==> config.mk <==
export PLATFORM = sky130hd
export DESIGN_NAME = instr_fetch_unit
export DESIGN_NICKNAME = d
export VERILOG_FILES = /design/src/rtl/instr_fetch_unit.sv
export SDC_FILE = /design/constraint.sdc
export NUM_CORES = 1
export LEC_CHECK = 0
export CORE_MARGIN = 4
export CORE_UTILIZATION = 55
export CTS_BUF_LIST = sky130_fd_sc_hd__clkbuf_2 sky130_fd_sc_hd__clkbuf_4 sky130_fd_sc_hd__clkbuf_8
export CTS_CLUSTER_SIZE = 20
export DETAILED_ROUTE_END_ITERATION = 10
export PLACE_DENSITY_LB_ADDON = 0.1
export REMOVE_ABC_BUFFERS = 1
export SLEW_MARGIN = 40
export SYNTH_ARGS = -nofsm -noshare
export SYNTH_HDL_FRONTEND = slang
export SYNTH_SLANG_ARGS = --single-unit
==> constraint.sdc <==
create_clock -name clk_i -period 11 [get_ports clk_i]
set_input_delay 2.2 -clock clk_i [delete_from_list [all_inputs] [get_ports clk_i]]
set_output_delay 2.2 -clock clk_i [all_outputs]
set_load 0.01 [all_outputs]
==> src/rtl/instr_fetch_unit.sv <==
// Instruction fetch unit: drives a sequential fetch PC to instruction memory and
// buffers returned words with their addresses in a small FIFO for decode.
module instr_fetch_unit #(
    parameter logic [31:0] RESET_PC = 32'h0000_0000,
    parameter int unsigned DEPTH    = 2
) (
    input  logic        clk_i,
    input  logic        rst_i,
    output logic [31:0] PC_addr_o,
    input  logic [31:0] instr_i,
    input  logic        hit_i,
    input  logic        redirect_i,
    input  logic [31:0] redirect_addr_i,
    output logic        instr_valid_o,
    input  logic        instr_ready_i,
    output logic [31:0] instr_o,
    output logic [31:0] instr_pc_o
);

    localparam int unsigned AW = $clog2(DEPTH);
    localparam int unsigned CW = AW + 1;

    logic [31:0]   r_pc;
    logic [31:0]   r_mem_pc    [DEPTH];
    logic [31:0]   r_mem_instr [DEPTH];
    logic [AW-1:0] r_rd_ptr;
    logic [AW-1:0] r_wr_ptr;
    logic [CW-1:0] r_count;

    logic w_full;
    logic w_pop;
    logic w_push;

    assign PC_addr_o     = r_pc;
    assign instr_valid_o = (r_count != '0);
    assign instr_o       = instr_valid_o ? r_mem_instr[r_rd_ptr] : '0;
    assign instr_pc_o    = instr_valid_o ? r_mem_pc[r_rd_ptr]    : '0;

    // A full buffer still accepts a fetch when the head leaves in the same cycle.
    assign w_full = (r_count == CW'(DEPTH));
    assign w_pop  = instr_valid_o && instr_ready_i;
    assign w_push = hit_i && !redirect_i && (!w_full || w_pop);

    always_ff @(posedge clk_i) begin
        if (rst_i) begin
            r_pc     <= RESET_PC;
            r_rd_ptr <= '0;
            r_wr_ptr <= '0;
            r_count  <= '0;
        end else if (redirect_i) begin
            r_pc     <= {redirect_addr_i[31:2], 2'b00};
            r_rd_ptr <= '0;
            r_wr_ptr <= '0;
            r_count  <= '0;
        end else begin
            if (w_push) begin
                r_mem_pc[r_wr_ptr]    <= r_pc;
                r_mem_instr[r_wr_ptr] <= instr_i;
                r_wr_ptr              <= r_wr_ptr + 1'b1;
                r_pc                  <= r_pc + 32'd4;
            end
            if (w_pop) begin
                r_rd_ptr <= r_rd_ptr + 1'b1;
            end
            case ({w_push, w_pop})
                2'b10:   r_count <= r_count + 1'b1;
                2'b01:   r_count <= r_count - 1'b1;
                default: r_count <= r_count;
            endcase
        end
    end

endmodule

# Yosys cells after proc, flatten, opt, wreduce, memory -nomap -nowiden
# Memory sizes are Yosys's and may differ from the RTL's. A register that Yosys moved wholly into a read port is not among the register bits.
# Cells that the tools add are included.
# totals
mem_bits_rw,128
rom_bits,0
n_memories,2
latch_bits,0
ff_bits,36
elab_cells,38
inputBits,69
# classes
muxes,13
shifts,0
magnitude_cmp,0
eq_ne,3
n_div,0
reduce_logical,10
bitwise_logic,0
multipliers,0
n_addsub,5
# mem_list
memory,depth,word_bits,read_ports,rd_clocked_by_memory_dff,write_ports,line,source
r_mem_instr,2,32,1,1,1,25,logic [31:0] r_mem_instr [DEPTH];
r_mem_pc,2,32,1,1,1,24,logic [31:0] r_mem_pc [DEPTH];
# ops
op,count
2-to-1 mux 32 bit,4
adder 32 x 3 -> 32 bit (second input constant),1
2-to-1 mux 1 bit,8
nonzero test 2 bit,3
equality test 2 bit (second input constant),2
one-hot mux 2 bit (2 select lines),1
logical AND 1 bit,3
adder 1 bit (second input constant),2
adder 2 x 1 -> 2 bit (second input constant),1
equality test 2 x 1 -> 1 bit (second input constant),1
zero test 1 bit,2
OR reduction 2 bit,1
subtractor 2 x 1 -> 2 bit (second input constant),1
logical OR 1 bit,1

# Logic depth before layout (Yosys ltp)
# Gate-level depths: netlist of run 1.
# logic_depth
word_depth,8
depth_mapped,7
mapped_depth_nobuf,6

# Worst setup path before layout of run 1
# Ideal clock, no wire load.
# synth_timing
kind,input port to flip-flop
startpoint,input redirect_i
endpoint,"memory r_mem_instr[0][0], enable pin"
required_ps,10518
n_path_buf,2
slack_ps,4818
arrival_ps,5700
path_stages,5
path_cell_list,or2_2 -> clkbuf_1 -> or2_2 -> clkbuf_1 -> nor2_1
# synth_via
elab_chain_cells,7
# synth_lines
element,line,source
from (decl),12,"input logic redirect_i,"
zero test 1 bit,42,assign w_push = hit_i && !redirect_i && (!w_full || w_pop);
logical AND 1 bit (2 in series),42,
2-to-1 mux 1 bit,56,if (w_push) begin
2-to-1 mux 1 bit (*),50,end else if (redirect_i) begin
2-to-1 mux 1 bit (*),45,if (rst_i) begin
2-to-1 mux 1 bit (implied by the code) (*),58,r_mem_instr[r_wr_ptr] <= instr_i;
to (decl),25,
# Every way passes the cells marked *; elsewhere a longest branch is shown, timed or not.

# Final worst setup path of run 1
# layout_timing
startpoint,input instr_ready_i
endpoint,"memory r_mem_pc[0][27], enable pin"
# layout_via
elab_chain_cells,7
# layout_lines
element,line,source
from (decl),15,"input logic instr_ready_i,"
logical AND 1 bit,41,assign w_pop = instr_valid_o && instr_ready_i;
logical OR 1 bit,42,
logical AND 1 bit,42,
2-to-1 mux 1 bit,56,
2-to-1 mux 1 bit,50,
2-to-1 mux 1 bit,45,
2-to-1 mux 1 bit (implied by the code),57,r_mem_pc[r_wr_ptr] <= r_pc;
to (decl),24,
# No other way between the ends.

==> flow_summary_export.csv, run 1 <==
group,metric,value,unit
clocking,cts_sinks,159,
detailed_routing,vias,4491,
outcome,run_status,"finished clean",
placed_design,gp_congestion,0.832,
pwr,power.total,1.24,mW
die,io_pins,166,
placed_design,dp_worst_setup_slack,5510,ps
worst_setup_path,path_delay_family,"simple AND/OR/NAND/NOR gates",
layout,n_antenna_cell,0,
worst_setup_path,worst_ep_arrival_time,5080,ps
timing,report.final.setup_viol,0,
job,max-cap-violations,0,
detailed_routing,avgRoutedWirePerCell,17.7,um
yosys,yosysWarnings,0,
timing,setup_tns,0,ps
global_route,grtUsageMet1,26.4,%
worst_setup_path,path_buf_inv,2,
global_route,grt_pass1_vias,4430,
clocking,post_cts_resized,0,
placed_design,dp_hpwl,9760,um
yosys,ys_ff_latch,159,
clocking,ctsHtreeMaxLevel,4,
yosys,syn_area_per_cell,13.2,um^2
worst_setup_path,crit_path_top_delay_cell,"buf_4",
worst_setup_path,criticalPathCategory,"primary input to flip-flop",
timing,drv_slew,0,
yosys,yosysSeqAreaShare,66.1,%
timing,finalHoldViolCount,0,
pwr,ir_drop,0.0000870,V
timing,rsz0062_at_grt,"false",
detailed_routing,drt_pre_antenna_iters,5,
global_route,grt_start_max_net_pins,46,
layout,layout-drive-gt1-share,8.27,%
clocking,cts_inserted_buffers,17,
clocking,cts_setup_buffers,0,
worst_setup_path,crit_chain,"clkdlybuf4s50_1, or3b_1, nand2_1, or2_2, nor2_4, buf_4",
yosys,netlist_area,6700,um^2
global_route,busiest_layer,"met2",
die,die_area,14000,um^2
placed_design,port_buffers,159,
global_route,grt_overflow_total,0,
global_route,grt_pass1_wl,23300,um
detailed_routing,drt_iter0_markers,308,
clocking,clkLatencyLatePin,440,ps
timing,fmax,200,MHz
timing,post-route-period-util,45.4,%
yosys,syn_inst,508,
clocking,cts_hold_buf,0,
clocking,cts_tree,"built",
worst_setup_path,startpoint_type,"primary input",
layout,fin_util,73.7,%
detailed_routing,drt_wl_total,14600,um
global_route,grt_use_met2,36.4,%
worst_setup_path,critPathMaxFanout,45,
die,row_count,40,
pwr,p_per_area,140,nW/um^2
die,die_h,118,um
detailed_routing,via_per_inst,5.45,
timing,final_critical_path_setup_slack,6000,ps
timing,fin_skew,6.30,ps
detailed_routing,drc_errors,0,
hold_path,hold_class,"flip-flop to flip-flop",
die,core,12000,um^2
worst_setup_path,max_stage_delay,630,ps
timing,slew_headroom,51.5,%
layout,nNetsFinal,734,
die,die_x,118,um
timing,min_period,5000,ps
clocking,clock_path_buffers,2,
worst_setup_path,cp-end-kind,"flip-flop",
timing,tightestPinTransition,727,ps
clocking,clk_pin_slew_worst_paths,80,ps
global_route,antenna_found_initial,0,
worst_setup_path,cp.required,11080,ps
global_route,met3_usage,5.02,%
layout,synthToLayoutAreaGrowth,31.6,%
detailed_routing,antenna_left,0,
pwr,p_leak,2.86,nW
die,initial_core_util,56.0,%
global_route,grt_use_total,21.2,%
clocking,cts_root_buffer,"clkbuf_8",
yosys,synth_cell_types,45,
[routing by layer]
| metal | vias up | part of all wire (%) |
|---|---|---|
| met5 | - | 0 |
| met2 | 167 | 51 |
| li1 | 2164 | - |
| met1 | 2144 | 41 |
| met4 | 0 | 1.4 |
| met3 | 16 | 6.0 |
[metrics by stage]
step	cell area, um^2	hold WS [ps]	std cells
final	8810	514	824
after detailed placement	8390	496	792
after CTS	8810	521	824
after global routing	8810	553	824
after floorplan	6520	472	480
after global placement	8350	482	790
[report_power, final]
part	internal [mW]	leakage, nW	switching [mW]
Sequential	0.664	1.43	0.0168
Combinational	0.0623	1.22	0.0499
Clock	0.233	0.205	0.210
[worst paths after layout]
path / from / end / slack (ps) / depth (start not counted)
min: r_rd_ptr$_SDFFE_PP0P_ / r_rd_ptr$_SDFFE_PP0P_ / 510 / 2
max reg2reg: r_count[0]$_SDFFE_PP0P_ / r_mem_pc[0][27]$_DFFE_PP_ / 7790 / 5
min reg2reg: r_rd_ptr$_SDFFE_PP0P_ / r_rd_ptr$_SDFFE_PP0P_ / 510 / 2
max: instr_ready_i / r_mem_pc[0][27]$_DFFE_PP_ / 6000 / 6
[logic make-up after synthesis]
family / Yosys count / synth area share [%]
compound gates: 44 / 4.33
xor+xnor: 26 / 3.40
fa+ha+maj: 1 / 0.187
buf+inv: 38 / 3.18
flops: 159 / 66.1
mux: 64 / 9.57
other cells: 1 / 0.0560
simple gates: 175 / 13.2
[cells in the mapped netlist]
| library cell | number | share of area (%) |
|---|---|---|
| nor3_2 | 1 | 0.15 |
| nor2_1 | 86 | 4.8 |
| nor4_1 | 1 | 0.093 |
| nand4_4 | 1 | 0.32 |
| ha_1 | 1 | 0.19 |
| buf_6 | 2 | 0.34 |
| and4_1 | 3 | 0.39 |
| nand4_1 | 9 | 0.84 |
| buf_4 | 5 | 0.56 |
| o31ai_1 | 1 | 0.11 |
| nor3b_4 | 1 | 0.28 |
| a211oi_1 | 11 | 1.2 |
| inv_2 | 1 | 0.056 |
| nor2b_1 | 4 | 0.37 |
| a311oi_1 | 5 | 0.65 |
| buf_1 | 1 | 0.056 |
| clkbuf_8 | 3 | 0.62 |
| a21oi_1 | 8 | 0.60 |
| o21ai_0 | 4 | 0.30 |
| buf_2 | 5 | 0.37 |
| xor2_1 | 7 | 0.92 |
| inv_1 | 6 | 0.34 |
| nor3_4 | 1 | 0.24 |
| or3b_1 | 1 | 0.13 |
| nand3_1 | 10 | 0.75 |
| nor3_1 | 10 | 0.75 |
| and3_1 | 1 | 0.093 |
| nor4b_2 | 1 | 0.22 |
| clkbuf_1 | 15 | 0.84 |
| and2_1 | 10 | 0.93 |
| or2_2 | 3 | 0.28 |
| a31oi_1 | 6 | 0.56 |
| o21bai_1 | 2 | 0.22 |
| dfxtp_1 | 35 | 10 |
| nor4_2 | 1 | 0.19 |
| xnor2_1 | 19 | 2.5 |
| edfxtp_1 | 124 | 56 |
| nand4_2 | 2 | 0.37 |
| or3_1 | 4 | 0.37 |
| and4_4 | 1 | 0.17 |
| conb_1 | 1 | 0.056 |
| mux2i_1 | 64 | 9.6 |
| o22ai_1 | 7 | 0.65 |
| nand2_1 | 23 | 1.3 |
| nand3_2 | 1 | 0.15 |
[registers in the layout, summed over array words and instances, names as in the netlist, named ones only]
| register | cells |
|---|---|
| r_rd_ptr | 1 |
| r_mem_instr | 64 |
| r_mem_pc | 60 |
| r_wr_ptr | 1 |
| PC_addr_o | 30 |
| r_count | 2 |
[cells in the final DEF (no fill, tap or decap), types with 4 or more instances in the layout]
cell type | Yosys | layout
or3_1 | 4 | 4
nor2b_1 | 4 | 4
a311oi_1 | 5 | 5
xnor2_1 | 19 | 19
nand4_1 | 9 | 9
a31oi_1 | 6 | 6
nand3_1 | 10 | 10
nor2_1 | 86 | 83
nand2_1 | 23 | 23
conb_1 | 1 | 4
o22ai_1 | 7 | 7
clkbuf_8 | 3 | 18
clkdlybuf4s50_1 | 0 | 159
inv_1 | 6 | 6
buf_4 | 5 | 4
and2_1 | 10 | 10
dfxtp_1 | 35 | 34
edfxtp_1 | 124 | 124
xor2_1 | 7 | 7
o21ai_0 | 4 | 4
a21oi_1 | 8 | 8
nor3_1 | 10 | 10
mux2i_1 | 64 | 64
a211oi_1 | 11 | 11
[area by class of cell]
type	instances	area, um^2
flip-flops and latches	159	4430
repair buffers	165	1660
fillers	843	3150
clock buffers	19	255
multi-input cells	314	2090
inverters	7	26.3
well taps	147	184
clock inverters	13	163
[tightest hold or removal path: cells and delay by family (launching register included)]
family                    cells  cell delay, ps
DFF                           1             330
and+or+nand+nor               1              70
xor gates and xnor gates      1              80
(Power assumes the default switching activity.)
==> run 2, diff against run 1 <==
--- a/config.mk
+++ b/config.mk
@@ -6,7 +6,7 @@
 export NUM_CORES = 1
 export LEC_CHECK = 0
 export CORE_MARGIN = 4
-export CORE_UTILIZATION = 55
+export CORE_UTILIZATION = 46
 export CTS_BUF_LIST = sky130_fd_sc_hd__clkbuf_2 sky130_fd_sc_hd__clkbuf_4 sky130_fd_sc_hd__clkbuf_8
 export CTS_CLUSTER_SIZE = 20
 export DETAILED_ROUTE_END_ITERATION = 10
==> constraint.sdc (replaced) <==
create_clock -name clk_i -period 4.3 [get_ports clk_i]
set_input_delay 0.86 -clock clk_i [delete_from_list [all_inputs] [get_ports clk_i]]
set_output_delay 0.86 -clock clk_i [all_outputs]
set_load 0.01 [all_outputs]
==> run 2 against run 1 <==
Combinational power increased to 2.6 times the previous value. Clock skew is 1.6 ps higher. Via count down 1.5%. Largest power group unchanged. Highest routed layer unchanged. Register-to-register slack worse by 6000 ps. Routed wire length grew 1.9%. Critical endpoint is now instr_pc_o[9]. Sequential power grew to 2.6 times the previous value.
==> flow_summary_export.csv, run 2 (synthesized netlist as in run 1, its figures left out) <==
group,metric,value,unit
layout,stdcell_area,8920,um^2
worst_setup_path,startpoint_type,"flip-flop",
layout,layout_commonest_cell,"clkdlybuf4s50_1",
layout,fillers,1115,
timing,report.final.setup_viol,0,
detailed_routing,drt_pre_antenna_iters,4,
pwr,power.total,3.18,mW
worst_setup_path,cp-startpoint,"r_count[1]$_SDFFE_PP0P_",
worst_setup_path,r2r_end,"r_mem_pc[0][21]$_DFFE_PP_",
layout,layout-drive-gt1-share,8.94,%
worst_setup_path,worst_ep_arrival_time,2350,ps
detailed_routing,avgRoutedWirePerCell,17.2,um
global_route,grt_pass1_wl,23200,um
clocking,clock_path_buffers,2,
clocking,cts_root_buffer,"clkbuf_8",
layout,fin_util,63.5,%
layout,multi_input_area,2090,um^2
global_route,grt_overflow_total,0,
timing,slew_headroom,47.4,%
die,row_count,43,
pwr,p_per_area,357,nW/um^2
global_route,grt_use_total,18.3,%
pwr,p_int,2.49,mW
die,die_h,129,um
layout,n_antenna_cell,0,
placed_design,dpl-instance-area,8500,um^2
detailed_routing,drc_errors,0,
worst_setup_path,r2r_start,"r_count[0]$_SDFFE_PP0P_",
global_route,grt_start_max_net_pins,48,
worst_setup_path,rrSetupSlack,1810,ps
pwr,p_leak,2.89,nW
pwr,p_clk_share,35.9,%
layout,nNetsFinal,739,
die,initial_core_util,47.7,%
clocking,cts_hold_buf,0,
detailed_routing,drt_iter0_markers,221,
pwr,seqPwrFrac,54.8,%
timing,fin_skew,7.92,ps
outcome,run_status,"finished clean",
detailed_routing,antenna_left,0,
layout,regMostFlops,"r_mem_instr",
hold_path,holdPathStages,2,
global_route,grt_pass1_vias,4513,
timing,drv_slew,0,
job,max-cap-violations,0,
placed_design,gp_congestion,0.828,
pwr,p_sw_share,21.8,%
pwr,ir_drop,0.000177,V
detailed_routing,vias,4422,
placed_design,place_inst,830,
clocking,cts_sinks,159,
pwr,power.switching,692,uW
die,core,14000,um^2
timing,post-route-period-util,74.7,%
worst_setup_path,ff2ff_path_depth,5,
clocking,post_cts_resized,0,
clocking,cts_setup_buffers,0,
layout,layout_common_cells,"159 x clkdlybuf4s50_1, 124 x edfxtp_1, 83 x nor2_1, 64 x mux2i_1, 34 x dfxtp_1",
worst_setup_path,criticalPathCategory,"flip-flop to output port",
detailed_routing,drt_wl_total,14800,um
global_route,antenna_found_initial,0,
timing,fmax,311,MHz
clocking,cts_inserted_buffers,17,
placed_design,port_buffers,159,
layout,seqCellArea,4430,um^2
hold_path,hold_class,"flip-flop to flip-flop",
die,die_area,16600,um^2
die,die_x,129,um
detailed_routing,via_per_inst,5.13,
worst_setup_path,cp.required,3440,ps
clocking,cts_tree,"built",
timing,rsz0062_at_grt,"false",
worst_setup_path,critPathMaxFanout,24,
clocking,clkLatencyLatePin,440,ps
timing,min_period,3210,ps
pwr,power_frac_comb,9.3,%
die,io_pins,166,
placed_design,dp_hpwl,10000,um
timing,whs,524,ps
worst_setup_path,crit_end,"instr_pc_o[9]",
clocking,clk_pin_slew_worst_paths,80,ps
worst_setup_path,cp-end-kind,"output port",
layout,synthToLayoutAreaGrowth,33.2,%
layout,finalNonFillerCells,862,
timing,tightestPinTransition,788,ps
layout,largest_reg_flops,64,
timing,finalHoldViolCount,0,
clocking,ctsHtreeMaxLevel,4,
## run 2: changes by cell type in the layout (fill, tap and decap cells not counted)
cell | before | now
clkinv_4 | 3 | 0
clkbuf_8 | 18 | 19
clkbuf_4 | 1 | 3
buf_12 | 2 | 4
buf_4 | 4 | 7
## run 2: worst min path at each step
stage | end | startpoint | slack, ps
floorplan | flip-flop | r_rd_ptr$_SDFFE_PP0P_ | 470
detailed placement | flip-flop | r_rd_ptr$_SDFFE_PP0P_ | 490
CTS | r_rd_ptr$_SDFFE_PP0P_ | r_rd_ptr$_SDFFE_PP0P_ | 520
global placement | r_rd_ptr$_SDFFE_PP0P_ | r_rd_ptr$_SDFFE_PP0P_ | 490
global route | r_rd_ptr$_SDFFE_PP0P_ | r_rd_ptr$_SDFFE_PP0P_ | 540
finish | r_rd_ptr$_SDFFE_PP0P_ | r_rd_ptr$_SDFFE_PP0P_ | 520
## run 2: per-layer routing
layer	GRT usage [%]	wire (um)
met4	6.18	177
met1	23.3	6460
met3	4.52	830
met2	30.6	7380
met5	0	0
## run 2: area by class of cell
| class | instances | share of cell area, % |
|---|---|---|
| sequential | 159 | 49.7 |
| inverter | 7 | 0.295 |
| tap | 180 | 2.53 |
| multi-input combinational | 314 | 23.5 |
| clock inverter | 10 | 1.53 |
| clock buffer | 22 | 3.19 |
| timing repair buffer | 170 | 19.3 |
## run 2: stage by stage
stage / TNS, ps / setup WS, ps
final: 0 / 1090
after CTS: 0 / 1010
after global placement: 0 / 860
after floorplan: -66030 / -532
after detailed placement: 0 / 795
after global routing: 0 / 904
## run 2: power by group through the flow
stage / clock network, mW / logic [mW] / registers [mW]
floorplan: 0 / 0.104 / 1.78
global placement: 0 / 0.289 / 1.78
detailed placement: 0 / 0.298 / 1.78
CTS: 1.17 / 0.300 / 1.74
global route: 1.24 / 0.318 / 1.75
finish: 1.14 / 0.295 / 1.74
## run 2: critical path, stage by stage (launching register included)
cell and delay [ps]:
dfxtp_1 380, nor2_4 520, buf_4 390, nor2_1 110, clkdlybuf4s50_1 500
